===== config.mk =====
export PLATFORM = sky130hd
export DESIGN_NAME = inst_fetch_unit
export DESIGN_NICKNAME = d
export VERILOG_FILES = /design/src/rtl/inst_fetch_unit.sv
export SDC_FILE = /design/constraint.sdc
export NUM_CORES = 1
export LEC_CHECK = 0
export ABC_CLOCK_PERIOD_IN_PS = 3500
export CAP_MARGIN = 0
export CORE_UTILIZATION = 51
export DETAILED_ROUTE_END_ITERATION = 8
export MAX_ROUTING_LAYER = met4
export PLACE_DENSITY = 0.85
export RECOVER_POWER = 25
export SLEW_MARGIN = 20
export SYNTH_ARGS = -nofsm -noshare
export SYNTH_HDL_FRONTEND = slang
export SYNTH_SLANG_ARGS = --single-unit

===== constraint.sdc =====
create_clock -name clk -period 3.5 [get_ports clk]
set_clock_uncertainty 0.2 [all_clocks]
set_input_delay 0.7 -clock clk [delete_from_list [all_inputs] [get_ports clk]]
set_output_delay 0.7 -clock clk [all_outputs]
set_load 0.05 [all_outputs]

===== src/rtl/inst_fetch_unit.sv =====
// Instruction fetch unit: reads program words at fetch_pc into a small prefetch queue for the interpreter.
// Latency: address issued one edge after reset release/redirect; word visible one edge after mem_ready.
// Backpressure: a request is only issued when a queue slot is guaranteed; mem_ready low stalls the request.
module inst_fetch_unit #(
    parameter int                ADDR_W   = 8,
    parameter int                INST_W   = 16,
    parameter int                QDEPTH   = 2,
    parameter logic [ADDR_W-1:0] RESET_PC = {ADDR_W{1'b0}}
) (
    input  logic              clk,
    input  logic              rst_n,
    input  logic              done,
    input  logic              pc_load,
    input  logic [ADDR_W-1:0] pc_target,
    output logic              mem_rd,
    output logic [ADDR_W-1:0] mem_addr,
    input  logic [INST_W-1:0] mem_data_in,
    input  logic              mem_ready,
    output logic [INST_W-1:0] inst,
    output logic [ADDR_W-1:0] inst_pc,
    output logic              inst_valid
);

    localparam int PW = $clog2(QDEPTH);
    localparam int CW = PW + 1;
    localparam logic [CW-1:0] QFULL = CW'(QDEPTH);

    typedef enum logic [1:0] {
        IDLE    = 2'd0,
        BUSY    = 2'd1,
        DISCARD = 2'd2
    } state_t;

    state_t            state;
    logic [ADDR_W-1:0] fetch_pc;
    logic [PW-1:0]     rd_ptr;
    logic [PW-1:0]     wr_ptr;
    logic [CW-1:0]     count;
    logic [ADDR_W-1:0] q_pc  [QDEPTH];
    logic [INST_W-1:0] q_dat [QDEPTH];

    logic              push;
    logic              pop;
    logic [CW-1:0]     count_after;
    logic              free_after;

    // Queue bookkeeping for this edge; a redirect suppresses both push and pop.
    always_comb begin
        push        = (state == BUSY) && mem_ready && !pc_load;
        pop         = done && inst_valid && !pc_load;
        count_after = count + CW'(push) - CW'(pop);
        free_after  = (count_after < QFULL);
    end

    // Head of queue is presented from registered entries, forced to zero when empty.
    always_comb begin
        inst_valid = (count != '0);
        inst       = inst_valid ? q_dat[rd_ptr] : '0;
        inst_pc    = inst_valid ? q_pc[rd_ptr]  : '0;
    end

    // Queue storage: each returned word is tagged with the address it came from.
    always_ff @(posedge clk) begin
        if (push) begin
            q_pc[wr_ptr]  <= fetch_pc;
            q_dat[wr_ptr] <= mem_data_in;
        end
    end

    // Request FSM plus queue pointers; in BUSY fetch_pc always equals the outstanding mem_addr.
    always_ff @(posedge clk or negedge rst_n) begin
        if (!rst_n) begin
            state    <= IDLE;
            fetch_pc <= RESET_PC;
            mem_rd   <= 1'b0;
            mem_addr <= '0;
            rd_ptr   <= '0;
            wr_ptr   <= '0;
            count    <= '0;
        end else begin
            if (pc_load) begin
                rd_ptr   <= '0;
                wr_ptr   <= '0;
                count    <= '0;
                fetch_pc <= pc_target;
            end else begin
                if (push) wr_ptr <= wr_ptr + PW'(1);
                if (pop)  rd_ptr <= rd_ptr + PW'(1);
                count <= count_after;
            end

            case (state)
                IDLE: begin
                    if (pc_load) begin
                        mem_rd   <= 1'b1;
                        mem_addr <= pc_target;
                        state    <= BUSY;
                    end else if (free_after) begin
                        mem_rd   <= 1'b1;
                        mem_addr <= fetch_pc;
                        state    <= BUSY;
                    end
                end
                BUSY: begin
                    if (pc_load) begin
                        // Returned word (if any) is stale; either re-aim now or wait it out.
                        if (mem_ready) mem_addr <= pc_target;
                        else           state    <= DISCARD;
                    end else if (mem_ready) begin
                        fetch_pc <= fetch_pc + ADDR_W'(1);
                        if (free_after) begin
                            mem_addr <= fetch_pc + ADDR_W'(1);
                        end else begin
                            mem_rd <= 1'b0;
                            state  <= IDLE;
                        end
                    end
                end
                DISCARD: begin
                    // Queue is empty here, so the redirected request can follow immediately.
                    if (mem_ready) begin
                        mem_addr <= pc_load ? pc_target : fetch_pc;
                        state    <= BUSY;
                    end
                end
                default: begin
                    mem_rd <= 1'b0;
                    state  <= IDLE;
                end
            endcase
        end
    end

endmodule


# == Word-level counts from Yosys, hierarchy flattened ==
# Memories as Yosys holds them, arrays and structs flattened.
# Index checks and enable logic that the tools add are counted.
# classes
n_addsub,5
n_lt_le_gt_ge,1
n_eq_ne,11
muxes,35
bitwise,1
n_reduce_logical,13
# ops
operator,count
$mux W8,12
$pmux W8 S3,1
$mux W16,1
$mux W2,8
$ne A3 B3 Y1 const B,5
$reduce_and A5 Y1,3
$mux W1,11
$add A8 B1 Y8 const B,1
$ne A2 B2 Y1 const B,4
$pmux W2 S3,1
$reduce_bool A2 Y1,3
$logic_and A1 B1 Y1,4
$pmux W1 S3,1
$reduce_bool A3 Y1,1
$add A1 B1 Y1 const B,2
$add A2 B1 Y2,1
$eq A2 B1 Y1 const B,1
$eq A2 B2 Y1 const B,1
$logic_not A2 Y1,1
$lt A2 B2 Y1 const B,1
$sub A2 B1 Y2,1
$logic_not A1 Y1,1
$not A1 Y1,1
# word_totals
regBits,23
mem_bits_rw,48
inputBits,29
output_inout_bits,34
wordCells,75
mem_count,2
# mem_list
memory,depth,width,rd,rd_clocked_by_memory_dff,write_ports,line_no,rtl
q_dat,2,16,1,0,1,40,logic [INST_W-1:0] q_dat [QDEPTH];
q_pc,2,8,1,0,1,39,logic [ADDR_W-1:0] q_pc [QDEPTH];

# == Longest topological paths before layout ==
# Gate-level depths: netlist (run 1).
# depth
depth_word,10
depth_mapped,11
ltp_nobuf,9

# == Worst setup path before layout (run 1) ==
# OpenSTA, ideal clock, no wires.
# synth_timing
path_kind,input -> register
start,in pc_load
end,reg mem_addr[0]
setup_ns,0.125
t_arrival_ns,2.847
slack_ns,0.328
cell_stages,11
n_path_buf,2
cell_sequence,inv_1 -> buf_6 -> clkbuf_1 -> nand3_1 -> ha_1 -> inv_1 -> ha_1 -> xnor3_2 -> nor2_4 -> o32ai_4 -> mux2_2
# synth_via
elab_chain_cells,7
# synth_rtl
element,line_no,rtl
from (decl),13,"input logic pc_load,"
$logic_not A1 Y1,"49, 50",
$logic_and A1 B1 Y1,49,push = (state == BUSY) && mem_ready && !pc_load;
$add A2 B1 Y2,51,count_after = count + CW'(push) - CW'(pop);
$sub A2 B1 Y2,51,
$lt A2 B2 Y1,52,free_after = (count_after < QFULL);
$ne A3 B3 Y1 (no line),--,
$reduce_and A5 Y1 (no line),--,
to (signal assigned),96,mem_addr <= pc_target;
to (signal assigned),100,mem_addr <= fetch_pc;
to (signal assigned),107,if (mem_ready) mem_addr <= pc_target;
to (decl),16,"output logic [ADDR_W-1:0] mem_addr,"
# Several ways; a longest one is shown, not always the timed one. The select of a mux whose other input is x is not followed.
# A chain may end at the register's enable or synchronous reset.

# == Worst setup path in the final report (run 1) ==
# layout_timing
start,reg state[0]
end,reg mem_addr[2]
# layout_via
elab_chain_cells,8
# layout_rtl
element,line_no,rtl
from (decl),34,state_t state;
from (signal assigned),73,state <= IDLE;
from (signal assigned),97,state <= BUSY;
from (signal assigned),101,state <= BUSY;
$eq A2 B1 Y1,"49, 92",
$logic_and A1 B1 Y1 (2 in series),49,
$add A2 B1 Y2,51,
$sub A2 B1 Y2,51,
$lt A2 B2 Y1,52,
$ne A3 B3 Y1 (no line),--,
$reduce_and A5 Y1 (no line),--,
# Several ways; a longest one is shown, not always the timed one.

==> results.cfg, run 1 <==
[run_status]
status = complete, no violations

[worst_setup_path]
path_common_cell = ha_1
crit_buf_inv = 1
worstPathCellList = nor2b_1 > nand3_1 > ha_1 > inv_1 > ha_1 > xnor3_2 > nor2_4 > o32ai_4 > mux2_2
critPathMaxStageDelay_ns = 0.49
endpoint_kind = register
critPathKind = reg2reg
cpLargestDelayFamily = simple AND/OR/NAND/NOR gates
path_max_fanout = 9
start_kind = register
required_ns = 3.53
arrival_ns = 3.12
slowest_stage = dfrtp_1

[pwr]
comb_power_share_pct = 38.3
power_switching_share_pct = 37.39
power_frac_clock_pct = 23.8
intPower_w = 0.001835
p_per_area_mw_per_mm2 = 727.5
leakagePower_nw = 1.510
p_sw_w = 0.001096
ir_drop_uv = 508.7
power_frac_seq_pct = 37.9

[layout]
postLayoutCoreUtil_pct = 67.67
stdcell_count = 381
num-fill-cells = 442
syn2layout_area_growth_pct = 26.81
drive_gt1_share_pct = 23.20
final_nets = 333
multi_input_area_sq_mm = 0.001059
final-seq-area_sq_mm = 0.002017
n_antenna_cell = 0

[die]
die_w_microns = 80.94
rows = 28
io_pins = 63
initial_core_util_pct = 53.36
die_area_sq_mm = 0.006551
core_sq_mm = 0.005956
die_y_microns = 80.94

[synth]
synth_edf_count = 48
ys_seq_area_share_pct = 63.46
synthTopCellsByCount = edfxtp_1, nor2_1, mux2i_1
ys_seq_elements = 71
netlist_instances = 232
synthTopCellsByArea = edfxtp_1, dfrtp_1, mux2i_1
ys_types = 39
syn_nets = 264
ys.flop_type = edfxtp_1
synth_area_sq_mm = 0.003178
yosysWarnings = 0
synth_top_area_cell = edfxtp_1
synth_top_area_share_pct = 45.35
synth_most_common_cell = edfxtp_1
async_flop_share_pct = 32.39
syn_area_per_cell_sq_um = 13.70

[worst_hold_path]
hold_path_class = reg2reg

[run]
cap_violations = 0

[clock_tree]
ctsHoldBuffers = 0
htree_levels = 3
clk_path_buf_depth = 2
clkSlewWorstSetupHoldPaths_ns = 0.07
cts_tree = yes
cts_inserted_buffers = 9
cts_setup_buffers = 0
clock_sinks = 71
post_cts_resize_count = 0
root_buffer = clkbuf_8
clock_latency_ns = 0.34

[global_route]
grt_usage_pct = 19.93
grt_pass1_vias = 2012
grt_first_pass_wirelength_microns = 9280
antenna_found_initial = 0
overflow = 0
grt_start_max_net_pins = 26

[timing]
slew_headroom_pct = 16.05
setup_viol = 0
rsz0062_at_grt = no
period_minus_slack_ns = 3.096
max_freq_mhz = 323.0
fin_crit_sh_pct = 88.45
drv_slew = 0
tightest_slew_ns = 1.259
tns_ns = 0
report.final.hold_viol_count = 0

[route]
num_vias = 2043
first_iter_violations = 95
drc = 0
firstDrtPassIters = 4
via_per_inst = 5.362
drt_wl_total_microns = 5722
detail-route-antenna-nets = 0
routedWlPerCell_microns = 15.02

[placement]
io_buffers = 62
dpl.cell_count = 365
hpwlAfterDp_microns = 3753
gp_congestion = 0.8453
[path summary, 6_finish.rpt]
kind / from / endpoint / slack, ns / depth (start not counted)
worst min register to register: mem_addr[6] / mem_addr[6] / 0.32 / 1
worst min-delay path: mem_addr[6] / mem_addr[6] / 0.32 / 1
min in group asynchronous: rst_n / mem_addr[5] / 0.95 / 2
worst max register to register: state[0] / mem_addr[2] / 0.40 / 9
max in group asynchronous: rst_n / mem_rd / 1.41 / 2
worst max-delay path: state[0] / mem_addr[2] / 0.40 / 9
[placed cells by master (no fill, tap or decap), types with 3 or more instances in the layout]
cell type	Yosys	routed
dfrtp_1	23	23
clkdlybuf4s50_1	0	34
nor2_1	36	33
nor2_2	0	3
xnor2_1	9	9
a21oi_1	7	7
nor3_1	3	3
nand2_1	4	4
inv_1	8	8
dlygate4sd3_1	0	4
o21ai_0	5	5
ha_1	3	3
o21a_1	3	3
a31oi_1	3	3
mux2_2	12	12
edfxtp_1	48	48
clkbuf_8	0	9
mux2i_1	26	26
buf_4	0	31
[metrics by stage]
stage	cell area [sq um]	hold slack (ns)	total power (W)	setup slack, ns
final	4030	0.3150	0.002932	0.4042
after global routing	4030	0.3297	0.003069	0.2117
after CTS	4034	0.3212	0.002956	0.4072
after detailed placement	3820	0.2969	0.002249	0.05504
after global placement	3820	0.2970	0.002232	0.1453
after floorplan	3178	0.2044	0.001924	0.3281
[area by class of cell]
type / instances / area share [%]
Sequential cell: 71 / 50.05
Multi-Input combinational cell: 141 / 26.27
Timing Repair Buffer: 70 / 15.31
Clock buffer: 10 / 3.167
Tap cell: 75 / 2.328
Clock inverter: 6 / 2.142
Inverter: 8 / 0.7451
[worst reg2reg max path, delay by kind of cell, from the launching register on]
| family | cells | cell delay [ns] |
|---|---|---|
| AND/OR/NAND/NOR | 3 | 0.68 |
| adder cells (fa/ha/maj) | 2 | 0.50 |
| flip-flops | 1 | 0.49 |
| AO/OA/AOI/OAI | 1 | 0.44 |
| multiplexers | 1 | 0.39 |
| XOR/XNOR | 1 | 0.24 |
| buffers and inverters | 1 | 0.04 |
[registers in the layout (all words and copies together) (netlist names)]
name and flops:
q_pc 16, q_dat 32, state 2, count 2
wr_ptr 1, mem_addr 8, fetch_pc 8, rd_ptr 1
mem_rd 1
[power groups by stage]
| stage | sequential (W) | clock (W) | combinational, W |
|---|---|---|---|
| 2_1_floorplan | 0.00127 | 0 | 0.000657 |
| 3_3_place_gp | 0.00112 | 0 | 0.00111 |
| 3_5_place_dp | 0.00113 | 0 | 0.00112 |
| 4_1_cts | 0.00111 | 0.000712 | 0.00113 |
| 5_1_grt | 0.00113 | 0.000752 | 0.00119 |
| 6_report | 0.00111 | 0.000698 | 0.00112 |
[logic make-up (layout without fill, tap and decap cells)]
group                      after synthesis  after routing  share of synthesized area, %
xor gates and xnor gates                12             12                         3.780
and+or+nand+nor                         62             62                         9.685
adders and majority gates                3              3                         1.181
AOI/OAI and AO/OA                       26             26                         5.984
DFF                                     71             71                         63.46
muxes                                   38             38                         12.44
buffers and inverters                   20             94                         3.464
[metal layers]
metal | track usage (%) | vias to the layer above | routed length, microns
met4 | 10.18 | 0 | 129
met5 | - | - | 0
met2 | 32.02 | 73 | 2738
met3 | 4.719 | 16 | 412
met1 | 23.40 | 972 | 2442
li1 | - | 982 | -
No activity file was read; power rests on OpenSTA's default activity.
==> inputs of run 2 (changes only) <==
--- a/config.mk
+++ b/config.mk
@@ -11,7 +11,7 @@
 export DETAILED_ROUTE_END_ITERATION = 8
 export MAX_ROUTING_LAYER = met4
 export PLACE_DENSITY = 0.85
-export RECOVER_POWER = 25
+export RECOVER_POWER = 100
 export SLEW_MARGIN = 20
 export SYNTH_ARGS = -nofsm -noshare
 export SYNTH_HDL_FRONTEND = slang
==> run 2 against run 1 <==
  * Critical path depth is the same
  * First-iteration DRC count grew 33%
  * Maximum frequency shrank 0.86%
  * Routed wire length grew 0.77%
  * Hold slack lost 0.0059 ns
  * Critical endpoint unchanged
  * Highest routed layer unchanged
==> results.cfg, run 2 (same netlist as run 1, synthesis figures left out) <==
[worst_setup_path]
reg2reg_depth = 9
reg2reg_setup_slack_ns = 0.38
start_kind = register
path_common_cell = ha_1
path_max_fanout = 9
required_ns = 3.52
endpoint_kind = register
r2r-start = state[0]
r2r_end = mem_addr[2]
critPathKind = reg2reg
critPathMaxStageDelay_ns = 0.48
slowest_stage = dfrtp_1
arrival_ns = 3.14
worstPathCellList = nor2b_1 > nand3_1 > ha_1 > inv_1 > ha_1 > xnor3_2 > nor2_1 > o32ai_4 > mux2_2

[clock_tree]
cts_setup_buffers = 0
clock_sinks = 71
ctsHoldBuffers = 0
clkSlewWorstSetupHoldPaths_ns = 0.07
clk_path_buf_depth = 2
cts_tree = yes
root_buffer = clkbuf_8
clock_latency_ns = 0.34
cts_inserted_buffers = 9
htree_levels = 3
post_cts_resize_count = 0

[route]
drt_wl_total_microns = 5766
num_vias = 2042
detail-route-antenna-nets = 0
first_iter_violations = 126
via_per_inst = 5.360
firstDrtPassIters = 4
routedWlPerCell_microns = 15.13
drc = 0

[timing]
rsz0062_at_grt = no
fin_crit_sh_pct = 89.21
setup_viol = 0
report.final.hold_viol_count = 0
period_minus_slack_ns = 3.123
tns_ns = 0
max_freq_mhz = 320.3
slew_headroom_pct = 10.24
drv_slew = 0
tightest_slew_ns = 1.346
layout_setup_ws_ns = 0.3775

[die]
die_y_microns = 80.94
io_pins = 63
die_area_sq_mm = 0.006551
rows = 28
core_sq_mm = 0.005956
die_w_microns = 80.94
initial_core_util_pct = 53.36

[global_route]
grt_first_pass_wirelength_microns = 9280
grt_start_max_net_pins = 26
overflow = 0
grt_pass1_vias = 2012
antenna_found_initial = 0
grt_usage_pct = 19.93

[worst_hold_path]
hold_depth = 1
whs_endpoint = mem_addr[6]
worstHoldStart = mem_addr[6]
hold_path_class = reg2reg

[placement]
dp_slack_ns = 0.05504
dpl.cell_count = 365
hpwlAfterDp_microns = 3753
io_buffers = 62
gp_congestion = 0.8453

[pwr]
power.total_w = 0.002846
p_per_area_mw_per_mm2 = 727.0
ir_drop_uv = 496.1
leakagePower_nw = 1.398

[layout]
regMostFlops = q_dat
reg.largest.list = q_dat: 32 flops, q_pc: 16 flops
num-fill-cells = 467
final_nets = 333
drive_gt1_share_pct = 13.73
postLayoutCoreUtil_pct = 65.74
final-seq-area_sq_mm = 0.002017
n_antenna_cell = 0
syn2layout_area_growth_pct = 23.19
final_cell_mix = edfxtp_1, nor2_1, clkbuf_1, dlygate4sd3_1, mux2i_1
final_common_cell = edfxtp_1
multi_input_area_sq_mm = 0.001047
stdcell_count = 381
largest_reg_flops = 32

[run_status]
status = complete, no violations

[run]
cap_violations = 0
-- run 2: changes by cell type in the layout (fill, tap and decap cells not counted), sizes merged --
cell,before,now
clkdlybuf4s50,34,9
clkbuf,11,39
dlygate4sd3,4,29
buf,31,3
-- run 2: critical path: cells and delay by family, from the launching register on --
family / cells / cell delay [ns]
DFF: 1 / 0.48
and+or+nand+nor: 3 / 0.71
AOI/OAI and AO/OA: 1 / 0.47
xor gates and xnor gates: 1 / 0.20
buffers and inverters: 1 / 0.04
adders and majority gates: 2 / 0.50
muxes: 1 / 0.39
-- run 2: worst max-delay path by stage --
stage                        start     endpoint  slack, ns  depth (start not counted)
after detailed placement   pc_load  mem_addr[5]       0.06                         10
after global placement     pc_load  mem_addr[2]       0.15                         10
after global routing      state[0]  mem_addr[2]       0.17                          9
after CTS                 state[0]  mem_addr[6]       0.41                          9
after floorplan            pc_load  mem_addr[0]       0.33                         11
final                     state[0]  mem_addr[2]       0.38                          9
-- run 2: per-layer routing --
layer	wire length (microns)	global-route usage, %	vias up
li1	-	-	976
met1	2479	23.40	973
met2	2770	32.02	77
met3	387	4.719	16
met4	129	10.18	0
met5	0	-	-
-- run 2: stage by stage --
stage               cell area [sq um]  hold WS [ns]
floorplan                        3178        0.2044
global placement                 3820        0.2970
detailed placement               3820        0.2969
CTS                              4034        0.3212
global route                     3915        0.3243
finish                           3915        0.3091
-- run 2: power breakdown --
group          switching, W  total (W)  internal, W
combinational      0.000709    0.00104     0.000331
clock              0.000295   0.000695     0.000400
sequential        0.0000837    0.00111      0.00103
-- run 2: area by class of cell --
cell class	instances	area share [%]
inverters	8	0.7670
repair buffers	70	13.10
well taps	75	2.397
multi-input cells	141	26.75
clock inverters	6	2.205
clock buffers	10	3.260
flip-flops and latches	71	51.52
==> inputs of run 3 (changes only) <==
--- a/config.mk
+++ b/config.mk
@@ -12,6 +12,7 @@
 export MAX_ROUTING_LAYER = met4
 export PLACE_DENSITY = 0.85
 export RECOVER_POWER = 100
+export SKIP_LAST_GASP = 1
 export SLEW_MARGIN = 20
 export SYNTH_ARGS = -nofsm -noshare
 export SYNTH_HDL_FRONTEND = slang
==> results of run 3 <==
No change in the layout: final DEF, timing and power equal those of run 2.
==> edit 1: new RTL, settings of run 2 <==
Change the parameter `INST_W` from 16 to 18.
--- a/src/rtl/inst_fetch_unit.sv
+++ b/src/rtl/inst_fetch_unit.sv
@@ -3,7 +3,7 @@
 // Backpressure: a request is only issued when a queue slot is guaranteed; mem_ready low stalls the request.
 module inst_fetch_unit #(
     parameter int                ADDR_W   = 8,
-    parameter int                INST_W   = 16,
+    parameter int                INST_W   = 18,
     parameter int                QDEPTH   = 2,
     parameter logic [ADDR_W-1:0] RESET_PC = {ADDR_W{1'b0}}
 ) (
Ports: changed (resized inst and mem_data_in); port bits go from 63 to 67. The function was not compared with the original's and may differ.
==> edit 1 against run 2 <==
Setup slack lost 39 ps. Total power grew 2.5%. Synthesized area grew 3.5%. Worst hold slack gained 2.5 ps. Design area grew 4.5%. Sequential share of layout area grew 0.70 points. Final cell count grew 3.7%. Sequential cell count grew 4. Via count grew 3.3%. Routed wire length grew 9.1%.
==> edit 1: results (changes against run 2) <==
Pleak=1.45 nW (+4.0%); crit path DAT=3190 ps (+50 ps); Final nets=349 (+4.8%); r2r startpoint=state[1]; clock root cell=clkbuf_8; antenna violations before repair=0 (unchanged); placed cell area=4020 um^2 (+5.2%); Synth Net Count=272 (+3.0%); Port Buffers=66 (+6.5%); register area share after synthesis=64.9% (+1.5 points); Antenna Cells=0 (unchanged); reg2reg setup slack=570 ps (+190 ps); Routed Antenna Nets=0 (unchanged); vias in the first global route=2063 (+2.5%); worst-skew pair later-pin latency=340 ps (about the same); Hold Path End=mem_addr[0]; PostCTS Resize Cnt=0 (unchanged); Overflow after GRT=0 (unchanged); worst hold start=mem_addr[0]; vias per cell=5.34 (-0.38%); initial detailed-routing violation count=113 (-10%); largest registers=q_dat (36), q_pc (16); worst flop-to-flop path endpoint=mem_addr[3]; gpl congestion=0.832 (-1.6%); Final HPWL DP=4080 um (+8.8%); first-pass GRT wire length=9910 um (+6.8%); DR WL/cell=15.9 um (+5.3%); largest net degree at the start of global routing=27 (+3.8%); Filler cells=481 (+3.0%); DP Worst Slack=182 ps (+127 ps); largest vdd supply drop=0.445 mV (-10%); number of buffers created by CTS=9 (unchanged); router iterations before antenna repair=4 (unchanged); GRT Resource Usage Total=20.9% (+0.97 points); outcome=complete, no violations; share of layout cells above drive strength 1=12.5% (-1.2 points); ys async rst share=30.7% (-1.7 points); synth top area cells=edfxtp_1, dfrtp_1, mux2i_1, nor2_1, mux2_2; Synth cell types=35 (-10%); Largest Register=q_dat; number of flops mapped to enable cells by yosys=52 (+8.3%); hold-critical path depth=1 (unchanged); YS warnings=0 (unchanged); Worst Path Max Fanout=8 (-1); hold slack=312 ps (+2.53 ps); Slew @ Worst Pin=1440 ps (+95.0 ps); top cells by count, synth=edfxtp_1, nor2_1, mux2i_1
## edit 1: layout make-up
class	instances	area (um^2)	share of cell area (%)
sequential	75	2140	52.2
multi-input combinational	146	1080	26.5
timing repair buffer	76	559	13.7
clock buffer	9	124	3.03
tap	75	93.8	2.29
clock inverter	7	67.6	1.65
inverter	7	26.3	0.642
## edit 1: how the worst max path moves through the flow
stage / depth (start not counted) / slack, ps / startpoint / to
after detailed placement: 10 / 180 / done / mem_addr[3]
final: 10 / 340 / done / mem_addr[3]
after floorplan: 10 / 400 / pc_load / mem_addr[0]
after global placement: 10 / 270 / done / mem_addr[2]
after CTS: 10 / 540 / done / mem_addr[3]
after global routing: 10 / 240 / done / mem_addr[3]
## edit 1: cells by family (layout without fill, tap and decap cells)
logic type,Yosys count,in the layout,share of synthesized area [%]
mux,40,40,12.6
fa+ha+maj,3,3,1.14
xor+xnor,12,12,3.65
simple gates,65,65,9.58
compound gates,26,26,5.97
buf+inv,17,99,2.09
flops,75,75,64.9
## edit 1: power by group
part | internal [mW] | leakage (nW) | switching, mW
Sequential | 1.08 | 0.741 | 0.0921
Combinational | 0.351 | 0.620 | 0.744
Clock | 0.327 | 0.0931 | 0.321
Total | 1.76 | 1.45 | 1.16
## edit 1: routing by layer
metal	global-route usage, %	share of wire, %	vias up	wire length (um)
met5	-	0	-	0
met1	25.5	44	1016	2780
met2	34.0	48	63	3030
met4	6.84	1.0	0	64
met3	5.38	6.7	8	419
li1	-	-	1022	-
## edit 1: metrics by stage
step                utilization [%]  std cells
floorplan                         -        238
global placement               66.3        379
detailed placement             66.3        379
CTS                            69.5        395
global route                   67.5        395
finish                         67.5        395
## edit 1: worst max-delay path, cell delays in order
cell	delay [ps]
dlygate4sd3_1	540
o21ai_0	150
nor2_1	90
ha_1	300
inv_1	50
ha_1	170
xnor3_2	210
nor2_1	100
o32ai_4	480
mux2_2	390
==> edit 2: new RTL, config.mk and constraints of run 2 <==
Made on the original files. Add an input register stage for `pc_target`, cleared by the reset; this delays it by one clock. The other inputs are not delayed to match.
--- a/src/rtl/inst_fetch_unit.sv
+++ b/src/rtl/inst_fetch_unit.sv
@@ -30,6 +30,16 @@
         BUSY    = 2'd1,
         DISCARD = 2'd2
     } state_t;
+
+    logic [ADDR_W-1:0] pc_target_q;
+
+    always_ff @(posedge clk or negedge rst_n) begin
+        if (!rst_n) begin
+            pc_target_q <= '0;
+        end else begin
+            pc_target_q <= pc_target;
+        end
+    end
 
     state_t            state;
     logic [ADDR_W-1:0] fetch_pc;
@@ -82,7 +92,7 @@
                 rd_ptr   <= '0;
                 wr_ptr   <= '0;
                 count    <= '0;
-                fetch_pc <= pc_target;
+                fetch_pc <= pc_target_q;
             end else begin
                 if (push) wr_ptr <= wr_ptr + PW'(1);
                 if (pop)  rd_ptr <= rd_ptr + PW'(1);
@@ -93,7 +103,7 @@
                 IDLE: begin
                     if (pc_load) begin
                         mem_rd   <= 1'b1;
-                        mem_addr <= pc_target;
+                        mem_addr <= pc_target_q;
                         state    <= BUSY;
                     end else if (free_after) begin
                         mem_rd   <= 1'b1;
@@ -104,7 +114,7 @@
                 BUSY: begin
                     if (pc_load) begin
                         // Returned word (if any) is stale; either re-aim now or wait it out.
-                        if (mem_ready) mem_addr <= pc_target;
+                        if (mem_ready) mem_addr <= pc_target_q;
                         else           state    <= DISCARD;
                     end else if (mem_ready) begin
                         fetch_pc <= fetch_pc + ADDR_W'(1);
@@ -119,7 +129,7 @@
                 DISCARD: begin
                     // Queue is empty here, so the redirected request can follow immediately.
                     if (mem_ready) begin
-                        mem_addr <= pc_load ? pc_target : fetch_pc;
+                        mem_addr <= pc_load ? pc_target_q : fetch_pc;
                         state    <= BUSY;
                     end
                 end
Behaviour: not the same (a bounded check fails within 4 cycles, from zero or initial values and one cycle with rst_n low).
==> edit 2 against run 2 <==
The flow now finishes with violations (max-capacitance violations, max-slew violations). First-iteration DRC count decreased by 34%. Design area increased by 7.8%. Sequential share of layout area increased by 1.0 points. Via count increased by 4.1%. Synthesized area increased by 5.9%. Non-clock buffer count increased by 4. Sequential cell count increased by 8. Maximum frequency decreased by 0.11%. Clock power increased by 26%. Setup slack got worse by 3.3 ps. Routed wire length increased by 7.8%. Total power increased by 11%. Critical path type is now primary input to flip-flop. Critical endpoint is now mem_addr[4]. Highest routed layer unchanged.
==> edit 2: results (changes against run 2) <==
register area share after synthesis=65.9% (+2.4 points); met3 Track Usage GR=4.27% (-0.44 points); Final Non-Filler Cells=400 (+5.0%); GRT Resource Usage Total=20.1% (+0.22 points); initial detailed-routing violation count=83 (-34%); vias per cell=5.32 (-0.83%); outcome=finished with violations; Synth Area in Adders=1.12% (-0.066 points); Final HPWL DP=4180 um (+11%); vias in the first global route=2210 (+9.8%); Synth Net Count=277 (+4.9%); Max stage delay on crit path=540 ps (+60 ps); gpl congestion=0.830 (-1.8%); ys async rst share=39.2% (+6.8 points); WL final=6220 um (+7.8%); placed cell area=4070 um^2 (+6.5%); GR Util met2=32.1% (+0.099 points); Slew @ Worst Pin=1670 ps (+324 ps); Top FF cell, synth=edfxtp_1; first-pass GRT wire length=10500 um (+13%); synth top area cells=edfxtp_1, dfrtp_1, mux2i_1, nor2_1, mux2_2; DP Worst Slack=147 ps (+91.8 ps); Global Route met1 Usage=25.2% (+1.8 points); Max Slew Vio Count=32 (+32); largest net degree at the start of global routing=32 (+23%); Worst Path Max Fanout=6 (-3); failing checks=max-capacitance violations, max-slew violations; Pleak=1.59 nW (+14%); WL met1=2790 um (+12%); Synth Area in Compound Gates=5.35% (-0.63 points); XOR/XNOR Fraction of Synth Area=3.57% (-0.21 points); CP top delay family=buffers and inverters; mux cell area share after synthesis=11.7% (-0.77 points); share of layout cells above drive strength 1=11.8% (-2.0 points); largest vdd supply drop=0.452 mV (-8.8%); Max Cap Viol=1 (+1); Final nets=350 (+5.1%); met3 WL=340 um (-12%)
-- edit 2: cell count changes after synthesis, moves of 3 or more --
cell	change
buf_6	-4
dfrtp_1	+8
nand2b_1	+3
and4_1	+3
clkbuf_1	+4
-- edit 2: cell families (layout without fill, tap and decap cells) --
kind of cell / Yosys count / in the layout
DFF: 79 / 79
and+or+nand+nor: 64 / 64
muxes: 38 / 38
AOI/OAI and AO/OA: 26 / 26
buffers and inverters: 23 / 101
xor gates and xnor gates: 12 / 12
adders and majority gates: 3 / 3
-- edit 2: final cells by class --
cell class	count	area (um^2)
Sequential cell	79	2220
Fill cell	476	2130
Multi-Input combinational cell	143	1050
Timing Repair Buffer	74	541
Clock buffer	11	141
Clock inverter	5	129
Tap cell	77	96.3
Inverter	11	41.3
-- edit 2: worst reg2reg max path: stages, from the launching register on --
cell and delay [ps]:
dfrtp_1 420, o21ai_0 370, nor2_1 80, ha_1 300, inv_1 60, ha_1 150
xnor3_2 240, nor2_1 350, o31ai_4 120, buf_4 170, mux2_2 270
-- edit 2: path summary, 6_finish.rpt --
check | start | endpoint | slack, ps | cells after the start
setup / recovery | mem_ready | mem_addr[4] | 370 | 11
hold / removal | fetch_pc[7] | q_pc[0][7] | 290 | 0
setup reg to reg | count[1] | mem_addr[4] | 660 | 10
hold reg to reg | fetch_pc[7] | q_pc[0][7] | 290 | 0
max in group asynchronous | rst_n | pc_target_q[7] | 1010 | 2
min in group asynchronous | rst_n | fetch_pc[7] | 1120 | 2
-- edit 2: where the power goes --
| part | internal (mW) | switching [mW] | total, mW |
|---|---|---|---|
| registers | 1.12 | 0.0882 | 1.21 |
| logic | 0.335 | 0.719 | 1.05 |
| clock network | 0.567 | 0.312 | 0.879 |
| total | 2.03 | 1.12 | 3.15 |
